[config.mk]
export PLATFORM = sky130hd
export DESIGN_NAME = ysyx_23060332_mc_ctrl
export DESIGN_NICKNAME = d
export VERILOG_FILES = /design/src/rtl/ysyx_23060332_mc_ctrl_pkg.sv /design/src/rtl/ysyx_23060332_mc_ctrl_bus_timer.sv /design/src/rtl/ysyx_23060332_mc_ctrl.sv
export SDC_FILE = /design/constraint.sdc
export NUM_CORES = 1
export LEC_CHECK = 0
export BUFFER_PORTS_ARGS = -buffer_cell sky130_fd_sc_hd__buf_2
export CAP_MARGIN = 5
export CORE_ASPECT_RATIO = 1.75
export CORE_MARGIN = 5
export CORE_UTILIZATION = 45
export DETAILED_ROUTE_END_ITERATION = 7
export PLACE_DENSITY = 0.75
export SLEW_MARGIN = 5
export SYNTH_ARGS = -nofsm -noshare
export SYNTH_HDL_FRONTEND = slang
export SYNTH_SLANG_ARGS = --single-unit
[constraint.sdc]
create_clock -name clk_i -period 7.9 [get_ports clk_i]
set_input_delay 1.975 -clock clk_i [delete_from_list [all_inputs] [get_ports clk_i]]
set_output_delay 1.975 -clock clk_i [all_outputs]
set_load 0.1 [all_outputs]
[src/rtl/ysyx_23060332_mc_ctrl_pkg.sv]
// Shared definitions for the multi-cycle sequencer: state encoding,
// reset constants and the bus-timer width.
package ysyx_23060332_mc_ctrl_pkg;

  typedef enum logic [2:0] {
    ST_FETCH_REQ  = 3'd0,
    ST_FETCH_WAIT = 3'd1,
    ST_EXEC       = 3'd2,
    ST_MEM_REQ    = 3'd3,
    ST_MEM_WAIT   = 3'd4,
    ST_WB         = 3'd5,
    ST_HALT       = 3'd6,
    ST_ERR        = 3'd7
  } state_e;

  // addi x0, x0, 0 -- what IDU sees before the first fetch completes
  localparam logic [31:0] NOP_INST = 32'h0000_0013;

  localparam logic [63:0] DEFAULT_RESET_PC = 64'h0000_0000_8000_0000;

  // Wide enough for any timeout up to 2^16-1 cycles
  localparam int TIMER_W = 16;

  // States in which a bus handshake is outstanding and the timer runs
  function automatic logic isBusState(input state_e s);
    return (s == ST_FETCH_REQ) || (s == ST_FETCH_WAIT) ||
           (s == ST_MEM_REQ)   || (s == ST_MEM_WAIT);
  endfunction

endpackage

[src/rtl/ysyx_23060332_mc_ctrl_bus_timer.sv]
// Cycle counter guarding bus handshakes. Counts while enabled, is cleared
// whenever the sequencer changes state, and flags the last allowed cycle.
module ysyx_23060332_mc_ctrl_bus_timer
  import ysyx_23060332_mc_ctrl_pkg::*;
#(
  parameter int unsigned TIMEOUT = 255
) (
  input  logic clk_i,
  input  logic rst_i,
  input  logic clear_i,
  input  logic enable_i,
  output logic expire_o
);

  localparam logic [TIMER_W-1:0] LAST_CYCLE = TIMER_W'(TIMEOUT - 1);

  logic [TIMER_W-1:0] count_q, count_d;

  // Next count: clear on state change, otherwise advance while waiting
  always_comb begin
    count_d = count_q;
    if (clear_i) begin
      count_d = '0;
    end else if (enable_i) begin
      count_d = count_q + TIMER_W'(1);
    end
  end

  // Counter register
  always_ff @(posedge clk_i or posedge rst_i) begin
    if (rst_i) begin
      count_q <= '0;
    end else begin
      count_q <= count_d;
    end
  end

  assign expire_o = enable_i && (count_q == LAST_CYCLE);

endmodule

[src/rtl/ysyx_23060332_mc_ctrl.sv]
// Multi-cycle sequencer: walks each instruction through fetch, execute,
// optional load/store and writeback over valid/ready buses. Owns the PC,
// the held instruction and the retired-instruction counter.
module ysyx_23060332_mc_ctrl
  import ysyx_23060332_mc_ctrl_pkg::*;
#(
  parameter int                 XLEN     = 64,
  parameter logic [XLEN-1:0]    RESET_PC = XLEN'(DEFAULT_RESET_PC),
  parameter int unsigned        TIMEOUT  = 255,
  parameter int                 CNT_W    = 64
) (
  input  logic             clk_i,
  input  logic             rst_i,
  output logic             if_req_valid_o,
  input  logic             if_req_ready_i,
  output logic [XLEN-1:0]  if_req_addr_o,
  input  logic             if_resp_valid_i,
  input  logic [31:0]      if_resp_data_i,
  input  logic             if_resp_err_i,
  output logic [31:0]      inst_o,
  output logic [XLEN-1:0]  inst_addr_o,
  input  logic             mem_op_i,
  input  logic             jump_en_i,
  input  logic [XLEN-1:0]  jump_addr_i,
  input  logic             halt_req_i,
  output logic             ls_req_valid_o,
  input  logic             ls_req_ready_i,
  input  logic             ls_resp_valid_i,
  input  logic             ls_resp_err_i,
  output logic             reg_wen_gate_o,
  output logic             halted_o,
  output logic             bus_err_o,
  output logic [CNT_W-1:0] instret_o
);

  state_e           state_q, state_d;
  logic [XLEN-1:0]  pc_q, pc_d;
  logic [31:0]      inst_q, inst_d;
  logic [CNT_W-1:0] instret_q, instret_d;

  logic timerClear;
  logic timerEnable;
  logic timerExpire;
  logic jumpMisaligned;

  assign jumpMisaligned = jump_en_i && (jump_addr_i[1:0] != 2'b00);
  assign timerClear     = (state_d != state_q);
  assign timerEnable    = isBusState(state_q);

  ysyx_23060332_mc_ctrl_bus_timer #(
    .TIMEOUT (TIMEOUT)
  ) u_bus_timer (
    .clk_i    (clk_i),
    .rst_i    (rst_i),
    .clear_i  (timerClear),
    .enable_i (timerEnable),
    .expire_o (timerExpire)
  );

  // Next-state logic; a handshake in the timer's last cycle takes priority
  always_comb begin
    state_d   = state_q;
    pc_d      = pc_q;
    inst_d    = inst_q;
    instret_d = instret_q;
    unique case (state_q)
      ST_FETCH_REQ: begin
        if (if_req_ready_i) begin
          state_d = ST_FETCH_WAIT;
        end else if (timerExpire) begin
          state_d = ST_ERR;
        end
      end
      ST_FETCH_WAIT: begin
        if (if_resp_valid_i) begin
          inst_d  = if_resp_data_i;
          state_d = if_resp_err_i ? ST_ERR : ST_EXEC;
        end else if (timerExpire) begin
          state_d = ST_ERR;
        end
      end
      ST_EXEC: begin
        if (halt_req_i) begin
          instret_d = instret_q + CNT_W'(1);
          state_d   = ST_HALT;
        end else if (jumpMisaligned) begin
          state_d = ST_ERR;
        end else if (mem_op_i) begin
          state_d = ST_MEM_REQ;
        end else begin
          state_d = ST_WB;
        end
      end
      ST_MEM_REQ: begin
        if (ls_req_ready_i) begin
          state_d = ST_MEM_WAIT;
        end else if (timerExpire) begin
          state_d = ST_ERR;
        end
      end
      ST_MEM_WAIT: begin
        if (ls_resp_valid_i) begin
          state_d = ls_resp_err_i ? ST_ERR : ST_WB;
        end else if (timerExpire) begin
          state_d = ST_ERR;
        end
      end
      ST_WB: begin
        pc_d      = jump_en_i ? jump_addr_i : pc_q + XLEN'(4);
        instret_d = instret_q + CNT_W'(1);
        state_d   = ST_FETCH_REQ;
      end
      default: begin
        state_d = state_q;
      end
    endcase
  end

  // Sequencer, PC, instruction and retire-counter registers
  always_ff @(posedge clk_i or posedge rst_i) begin
    if (rst_i) begin
      state_q   <= ST_FETCH_REQ;
      pc_q      <= RESET_PC;
      inst_q    <= NOP_INST;
      instret_q <= '0;
    end else begin
      state_q   <= state_d;
      pc_q      <= pc_d;
      inst_q    <= inst_d;
      instret_q <= instret_d;
    end
  end

  // Requests are masked by reset so an asserted reset drops them immediately
  assign if_req_valid_o = (state_q == ST_FETCH_REQ) && !rst_i;
  assign ls_req_valid_o = (state_q == ST_MEM_REQ)   && !rst_i;
  assign reg_wen_gate_o = (state_q == ST_WB)        && !rst_i;
  assign halted_o       = (state_q == ST_HALT)      && !rst_i;
  assign bus_err_o      = (state_q == ST_ERR)       && !rst_i;
  assign if_req_addr_o  = pc_q;
  assign inst_addr_o    = pc_q;
  assign inst_o         = inst_q;
  assign instret_o      = instret_q;

endmodule

==> run summary <==
RSZ-0062 raised after global routing: false
crit path DAT: 2860 ps
FF-to-FF Start: state_q[0]$_DFF_PP0_
synth warn: 0
Final setup violation count: 0
vias per cell: 5.71
vias in the first global route: 9,112
DRC viols: 0
share of cells above drive strength 1: 33.0%
worst hold-check path type: flop to flop
Seq/Total Area, Yosys: 44.8%
Worst Hold Path EP: instret_o[63]$_DFFE_PP0P_
TNS Setup: 0 ps
Clk Latency, worst-skew pair: 450 ps
DR top layer: met5
PwrDens: 253 mW/mm^2
mapped cell area: 0.0100 mm^2
worst slew pin tran: 1190 ps
synth cell count leaders: dfrtp_1, nand2_1, nor2_1
Initial Util: 45.4%
Avg WL per Cell: 18.8 um
hold depth: 1
final hold viol count: 0
vias post-DR: 9,193
Final Net Count: 1,412
antenna violations before repair: 3
Post-synth ARST share: 100%
DP HPWL: 21,700 um
FF-to-FF End: instret_o[55]$_DFFE_PP0P_
Placed Area: 0.0115 mm^2
min Tclk post-route: 4830 ps
max-cap viol count: 0
pin count of the biggest net entering global routing: 180
H-tree levels: 4
Fillers: 1,997
final worst-path cycle share: 61.2%
met3 WL: 2230 um
internal reg-to-reg setup slack: 4740 ps
CTS Root Cell: clkbuf_16
startpoint types: input port
HP Start: instret_o[63]$_DFFE_PP0P_
Worst VDD drop: 0.247 mV
post-synthesis register bit count: 179
leading post-synthesis cells by cell area: dfrtp_1, buf_4, xor2_1
Post-Layout Inst Area: 0.0121 mm^2
synthesized net count: 1,172
cell with the most instances after synthesis: dfrtp_1
Clock Skews: 7.33 ps
Placer Congestion: 0.845
Critical Path End Type: primary output
width of the die: 123 um
metal2 WL: 15,900 um
status: complete, no violations
DRT Wirelength: 30,200 um
GRT overflow: 0
number of synthesized flops with an enable pin: 0
# hold bufs at CTS: 0
Top Ports: 336
Reg clk slew, reported paths: 70 ps
ys flop type: dfrtp_1
GR Util All Layers: 23.6%
relative slew slack: 20.8%
Die H: 207 um
Die Area: 0.0255 mm^2
Tot Pwr: 3.06 mW
initial DRC count: 504
pre-CTS WS: 3080 ps
Final Slew Violations: 0
num rows: 72
CTS Buf Count: 17
max frequency: 207 MHz
DRT antenna net count: 0
first-pass GRT wire length: 47,900 um
Hold WS: 471 ps
leakage: 5.81 nW
DR pass1 iterations: 5
r2r worst-path depth: 5
met1 WL: 10,800 um
post-CTS setup buffers: 0
# resized after CTS: 0
setup ws final: 3070 ps
TritonCTS clock tree: yes
Mean Syn Cell Area: 9.44 um^2
Port Buf Inserts: 335
crit path kind: input port to primary output
WP data required: 5930 ps
Area Growth Syn to Fin: 20.4%
Synth area leader: dfrtp_1
Core Area: 0.0221 mm^2
CTS sink cnt: 179
Max Root-Sink Buffers: 2
Cell variety after synth: 60
Gate Count Post-Synth: 1,061
top-area cell type share of the netlist area: 43.7%
worst-path fanout max: 3
report_power, final:
group / internal, mW / total (mW) / switching, mW
Sequential: 0.990 / 1.09 / 0.104
Combinational: 0.183 / 1.08 / 0.897
Clock: 0.509 / 0.882 / 0.372
Total: 1.68 / 3.06 / 1.37
layout make-up:
cell class | count | area [um^2] | share of cell area (%)
Multi-Input combinational cell | 738 | 4760 | 39.5
Sequential cell | 179 | 4480 | 37.2
Timing Repair Buffer | 344 | 1760 | 14.6
Clock buffer | 21 | 450 | 3.74
Tap cell | 296 | 370 | 3.07
Clock inverter | 11 | 153 | 1.27
Inverter | 21 | 82.6 | 0.685
Antenna cell | 1 | 2.50 | 0.0208
registers in the layout, indices dropped and copies added (netlist names):
register	flops
if_req_addr_o	64
inst_o	32
instret_o	64
state_q	3
u_bus_timer.count_q	16
per-stage QoR:
step           utilization [%]  std cells
2_1_floorplan                -       1061
3_3_place_gp              51.9       1578
3_5_place_dp              51.9       1578
4_1_cts                   54.6       1610
5_1_grt                   54.6       1610
6_report                  54.6       1611
critical path: stages:
cell,delay (ps)
buf_2,120
clkinvlp_4,80
nand2_1,90
nor3_2,130
buf_2,440
routing by layer:
| metal | track usage (%) | vias to the layer above |
|---|---|---|
| met2 | 41.7 | 367 |
| li1 | - | 4303 |
| met4 | 11.9 | 4 |
| met5 | 0 | - |
| met1 | 25.4 | 4439 |
| met3 | 6.11 | 80 |
worst max path at each step:
| stage | endpoint | depth (start not counted) | startpoint |
|---|---|---|---|
| 3_5_place_dp | bus_err_o | 5 | rst_i |
| 5_1_grt | bus_err_o | 5 | rst_i |
| 4_1_cts | bus_err_o | 5 | rst_i |
| 2_1_floorplan | halted_o | 3 | rst_i |
| 3_3_place_gp | bus_err_o | 5 | rst_i |
| 6_report | bus_err_o | 5 | rst_i |
kinds of logic after synthesis:
family	Yosys count	share of synthesized area (%)
mux	54	5.82
simple gates	431	23.0
fa+ha+maj	4	0.500
xor+xnor	79	6.91
flops	179	44.8
compound gates	170	11.1
buf+inv	144	7.87
cell usage in the layout, fill, tap and decap left out, types with 25 or more instances in the layout:
master     n
buf_2    335
a21oi_1   43
nand2_1   89
and3_1    25
dfrtp_1  175
xnor2_1   35
nor3_1    47
mux2_2    34
o22ai_1   29
o21ai_0   25
nor4_1    30
nand3_1   54
nor2_1    66
xor2_1    44
nand4_1   40
Note: power is estimated with default switching activity, not from simulation.
